==> config.mk <==
export PLATFORM = sky130hd
export DESIGN_NAME = mux_n_rr_flat
export DESIGN_NICKNAME = d
export VERILOG_FILES = /design/src/rtl/mux_pkg.sv /design/src/rtl/mux_n_rr_if.sv /design/src/rtl/rr_arbiter_n.sv /design/src/rtl/mux_n_rr.sv /design/src/flat_wrapper.sv
export SDC_FILE = /design/constraint.sdc
export NUM_CORES = 1
export LEC_CHECK = 0
export BUFFER_PORTS_ARGS = -buffer_cell sky130_fd_sc_hd__buf_2
export CORE_MARGIN = 1.5
export CORE_UTILIZATION = 30
export DETAILED_ROUTE_END_ITERATION = 7
export RECOVER_POWER = 100
export REMOVE_ABC_BUFFERS = 1
export SYNTH_ARGS = -nofsm -noshare
export SYNTH_HDL_FRONTEND = slang
export SYNTH_SLANG_ARGS = --single-unit
==> constraint.sdc <==
create_clock -name clk -period 9.1 [get_ports clk]
set_input_delay 0.455 -clock clk [delete_from_list [all_inputs] [get_ports clk]]
set_output_delay 0.455 -clock clk [all_outputs]
set_load 0.01 [all_outputs]
==> src/rtl/mux_pkg.sv <==
// Shared definitions for the round-robin N:1 mux slice.
// Provides mode encodings and the modulo-N index increment.
package mux_pkg;

  localparam logic MODE_FIXED = 1'b0;
  localparam logic MODE_RR    = 1'b1;

  function automatic int unsigned idx_wrap(
    input int unsigned idx,
    input int unsigned n
  );
    return (idx + 1 >= n) ? 0 : idx + 1;
  endfunction

endpackage

==> src/rtl/mux_n_rr_if.sv <==
// Handshake bundle between N producers, the mux and one consumer.
// Ports: mode, select, inp, in_valid/in_ready, out, out_valid/out_ready, out_sel.
interface mux_n_rr_if #(
  parameter int N = 16,
  parameter int W = 8,
  parameter int M = $clog2(N)
);

  logic           mode;
  logic [M-1:0]   select;
  logic [N*W-1:0] inp;
  logic [N-1:0]   in_valid;
  logic [N-1:0]   in_ready;
  logic [W-1:0]   out;
  logic           out_valid;
  logic           out_ready;
  logic [M-1:0]   out_sel;

  modport master (
    output mode, select, inp, in_valid, out_ready,
    input  in_ready, out, out_valid, out_sel
  );

  modport slave (
    input  mode, select, inp, in_valid, out_ready,
    output in_ready, out, out_valid, out_sel
  );

endinterface

==> src/rtl/rr_arbiter_n.sv <==
// Rotating-priority arbiter: searches ptr+1, ptr+2, ... modulo N.
// Ports: clk, rst, req[N], advance in; grant_idx[M], grant_valid out.
module rr_arbiter_n
  import mux_pkg::*;
#(
  parameter int N = 16,
  parameter int M = $clog2(N)
) (
  input  logic         clk,
  input  logic         rst,
  input  logic [N-1:0] req,
  input  logic         advance,
  output logic [M-1:0] grant_idx,
  output logic         grant_valid
);

  logic [M-1:0] ptr;

  always_comb begin
    int unsigned c;
    grant_idx   = '0;
    grant_valid = 1'b0;
    c = idx_wrap(32'(ptr), N);
    for (int k = 0; k < N; k++) begin
      if (!grant_valid && req[c]) begin
        grant_valid = 1'b1;
        grant_idx   = M'(c);
      end
      c = idx_wrap(c, N);
    end
  end

  // Reset to N-1 so the first search after reset starts at channel 0.
  always_ff @(posedge clk or posedge rst) begin
    if (rst) begin
      ptr <= M'(N - 1);
    end else if (advance) begin
      ptr <= grant_idx;
    end
  end

endmodule

==> src/rtl/mux_n_rr.sv <==
// Registered, handshaked N:1 mux with fixed or round-robin selection.
// Ports: clk, rst (async, active-high), bus (slave side of mux_n_rr_if).
module mux_n_rr
  import mux_pkg::*;
#(
  parameter int N = 16,
  parameter int W = 8,
  parameter int M = $clog2(N)
) (
  input  logic clk,
  input  logic rst,
  mux_n_rr_if.slave bus
);

  logic         load_en;
  logic         load;
  logic         fix_ok;
  logic         gv;
  logic [M-1:0] g;
  logic [M-1:0] rr_idx;
  logic         rr_valid;
  logic         advance;
  logic [W-1:0] data;

  logic         q_valid;
  logic [W-1:0] q_out;
  logic [M-1:0] q_sel;

  assign load_en = !q_valid | bus.out_ready;

  // Out-of-range selects never grant and never wrap.
  assign fix_ok = (32'(bus.select) < N) &&
                  bus.in_valid[bus.select];

  rr_arbiter_n #(
    .N (N),
    .M (M)
  ) u_arb (
    .clk         (clk),
    .rst         (rst),
    .req         (bus.in_valid),
    .advance     (advance),
    .grant_idx   (rr_idx),
    .grant_valid (rr_valid)
  );

  // Grant is masked during reset so in_ready drops at once.
  always_comb begin
    if (bus.mode == MODE_RR) begin
      g  = rr_idx;
      gv = rr_valid;
    end else begin
      g  = bus.select;
      gv = fix_ok;
    end
    if (rst) gv = 1'b0;
  end

  assign load    = load_en & gv;
  assign advance = load & (bus.mode == MODE_RR);

  always_comb begin
    data         = '0;
    bus.in_ready = '0;
    for (int i = 0; i < N; i++) begin
      if (M'(i) == g) begin
        data            = bus.inp[i*W +: W];
        bus.in_ready[i] = load;
      end
    end
  end

  always_ff @(posedge clk or posedge rst) begin
    if (rst) begin
      q_valid <= 1'b0;
      q_out   <= '0;
      q_sel   <= '0;
    end else if (load) begin
      q_valid <= 1'b1;
      q_out   <= data;
      q_sel   <= g;
    end else if (bus.out_ready) begin
      q_valid <= 1'b0;
    end
  end

  assign bus.out       = q_out;
  assign bus.out_valid = q_valid;
  assign bus.out_sel   = q_sel;

endmodule

==> src/flat_wrapper.sv <==
// flat-port wrapper written by rule: the top's interface ports become plain ports
module mux_n_rr_flat import mux_pkg::*;
#(
  parameter int N = 16,
  parameter int W = 8,
  parameter int M = $clog2(N)
)
  (clk, rst, bus_mode, bus_select, bus_inp, bus_in_valid, bus_out_ready, bus_in_ready, bus_out, bus_out_valid, bus_out_sel);
  mux_n_rr_if #(.N(N), .W(W), .M(M)) bus_i ();
  input  logic clk;
  input  logic rst;
  input wire logic [$bits(bus_i.mode)-1:0] bus_mode;
  input wire logic [$bits(bus_i.select)-1:0] bus_select;
  input wire logic [$bits(bus_i.inp)-1:0] bus_inp;
  input wire logic [$bits(bus_i.in_valid)-1:0] bus_in_valid;
  input wire logic [$bits(bus_i.out_ready)-1:0] bus_out_ready;
  output wire logic [$bits(bus_i.in_ready)-1:0] bus_in_ready;
  output wire logic [$bits(bus_i.out)-1:0] bus_out;
  output wire logic [$bits(bus_i.out_valid)-1:0] bus_out_valid;
  output wire logic [$bits(bus_i.out_sel)-1:0] bus_out_sel;
  assign bus_i.mode = bus_mode;
  assign bus_i.select = bus_select;
  assign bus_i.inp = bus_inp;
  assign bus_i.in_valid = bus_in_valid;
  assign bus_i.out_ready = bus_out_ready;
  assign bus_in_ready = bus_i.in_ready;
  assign bus_out = bus_i.out;
  assign bus_out_valid = bus_i.out_valid;
  assign bus_out_sel = bus_i.out_sel;
  mux_n_rr #(.N(N), .W(W), .M(M)) u_core (.clk(clk), .rst(rst), .bus(bus_i));
endmodule
==> out/summary.txt <==
outcome: finished, final reports clean
Initial Utilization: 0.3052
register area share after synthesis: 0.05232
Worst-Margin Slew: 1.182 ns
first-pass GRT wire length: 62.00 mm
Startpoint Class: register
Congestion Overflow GR: 0
cell area after synthesis: 8227 um^2
Slew Limit Fails: 0
CTS tree: done
final wirelength: 42.11 mm
syn avg cell area: 7.261 um^2
routed length per instance: 25.66 um
Yosys warnings: 0
TNS Setup: 0 ns
CP max stage delay: 0.60 ns
Root Driver: clkbuf_16
Worst Hold Class: input port to async pin
post-placement cell area: 9678 um^2
endpoints failing setup: 0
endpoint class of the critical path: output port
H-tree depth: 1
critical path startpoint: u_core.u_arb.ptr[0]
Detail Route Antenna Nets: 0
FF-to-FF End: u_core.bus.out[2]
DR DRC count: 0
ys async rst share: 1.000
Tcrit/Tclk final: 0.9602
setup ws final: 0.3621 ns
GPL Wtd Cong: 1.002
Reg area: 430.4 um^2
row cnt: 60
Bufs on Longest Clock Path: 2
Final Cell Area: 9936 um^2
number of fill cells in the layout: 2836
vias in the first global route: 9915
share of cells above drive strength 1: 0.3085
core region area: 26950 um^2
hpwl dp: 31.48 mm
Final Core Density: 0.3687
clock-pin transition on the worst setup and hold timing paths: 0.06 ns
unrepaired setup endpoints after global routing: no
number of inserted diodes: 0
post-route minimum period: 8.738 ns
DR iter-0 viols: 1624
Layout Nets: 1458
crit path max fanout: 15
Critical Path RT: 8.65 ns
Crit Reg-Reg Startpoint: u_core.u_arb.ptr[0]
die area: 28420 um^2
gr usage total: 0.2813
Critical Path AT: 8.28 ns
Die H: 168.6 um
Cell variety after synth: 117
max_cap viols: 0
Cells after Synth: 1133
Worst Setup Path Type: register to output port
DR pass1 iterations: 8
CTS sink count: 17
EDFF count, synth: 0
I/O Buffers: 180
Main synth FF type: dfrtp_1
worst setup path endpoint: bus_in_ready[14]
flop2flop setup slack: 0.45 ns
Slew headroom: 0.2055
area delta synth->final: 20.78%
pre-CTS WS: 0.2688 ns
via count: 11050
Die X: 168.6 um
final hold vios: 0
most used cell along the critical path: buf_4
area occupied by multi-input gates: 7347 um^2
Seq cells post-synth: 17
total CTS buffers: 3
initial antenna violation count: 0
clock insertion delay at the later pin of the skew report: 0.26 ns
# IOs: 181
Fmax achieved: 114.4 MHz
largest net degree at the start of global routing: 46
Max stage delay cell, worst path: dfstp_2
Worst R2R Path Depth: 27
vias per inst: 6.731
clock skew: 0.006104 ns
synthesized netlist by cell type, drive strengths merged, types with 29 or more instances:
cell type    n  area share
mux2i       60       0.076
nor2       111       0.052
o211ai      29       0.031
clkbuf      60       0.028
buf         41       0.031
a21oi       71       0.043
mux4        31       0.085
nand2      101       0.047
nor3        54       0.033
nand3       39       0.024
inv         29       0.013
o21ai       93       0.058
per-stage QoR:
step | hold slack (ns) | std cells
floorplan | 0.3840 | 1032
global placement | 0.4700 | 1628
detailed placement | 0.4710 | 1628
CTS | 0.3789 | 1632
global route | 0.4222 | 1641
finish | 0.3639 | 1641
state kept, by name, summed over array words and instances (netlist names):
signal	cells
u_core.bus.out	8
u_core.bus.out_sel	4
u_core.u_arb.ptr	4
u_core.bus.out_valid	1
placed cells by master, fill, tap and decap left out, types with 13 or more instances in the layout:
cell,synthesis,routed
buf_2,21,163
nor2_1,107,105
nand2_1,99,99
buf_4,4,80
o21ai_0,78,77
a21oi_1,71,70
mux2i_1,58,58
nor3_1,53,52
nand3_1,38,38
mux4_2,31,31
inv_1,28,28
o211ai_1,25,25
a31oi_1,23,21
mux2_2,18,18
nand2b_1,16,15
o22ai_1,15,15
clkbuf_1,59,15
a211oi_1,13,13
and3_1,13,13
dfrtp_1,13,13
metal layers:
layer | global-route usage | share of wire
met3 | 0.05798 | 0.12
met1 | 0.3899 | 0.41
met2 | 0.4261 | 0.43
met4 | 0.1068 | 0.047
met5 | 0.01043 | 0
kinds of logic after synthesis:
kind of cell / count (synthesis) / share of synthesized area
buffers and inverters: 131 / 0.07224
AO/OA/AOI/OAI: 445 / 0.4070
flip-flops: 17 / 0.05232
XOR/XNOR: 17 / 0.02647
multiplexers: 112 / 0.1906
adder cells (fa/ha/maj): 5 / 0.007605
AND/OR/NAND/NOR: 406 / 0.2438
area by class of cell:
| class | count | area share |
|---|---|---|
| clock buffer | 3 | 0.007556 |
| multi-input combinational | 985 | 0.7395 |
| tap | 341 | 0.04294 |
| sequential | 17 | 0.04332 |
| inverter | 30 | 0.01133 |
| timing repair buffer | 264 | 0.1549 |
| clock inverter | 1 | 0.0005037 |
repair_timing:
item                       in CTS  in global routing
gates resized for setup         0                 32
setup endpoints to repair       0                 24
hold buffers                    0                  0
buffers inserted                0                  9
worst max-delay path, delay by kind of cell (launching register included):
kind	cells	cell delay [ns]
fa+ha+maj	1	0.28
flops	1	0.60
xor+xnor	1	0.38
compound gates	12	3.53
simple gates	7	1.78
buf+inv	4	0.72
mux	2	0.70
worst min-delay path by stage:
| stage | startpoint | to | cells past startpoint |
|---|---|---|---|
| after floorplan | rst | u_core.bus.out[0] | 1 |
| after global placement | u_core.bus.out_sel[0] | u_core.bus.out_sel[0] | 2 |
| after detailed placement | u_core.bus.out_sel[3] | u_core.bus.out_sel[3] | 2 |
| after CTS | rst | u_core.bus.out[4] | 2 |
| after global routing | rst | u_core.bus.out[4] | 2 |
| final | rst | u_core.bus.out[2] | 2 |
Power is not shown: default switching activity piles up to over one toggle a cycle in this logic, so the estimate is an artifact.
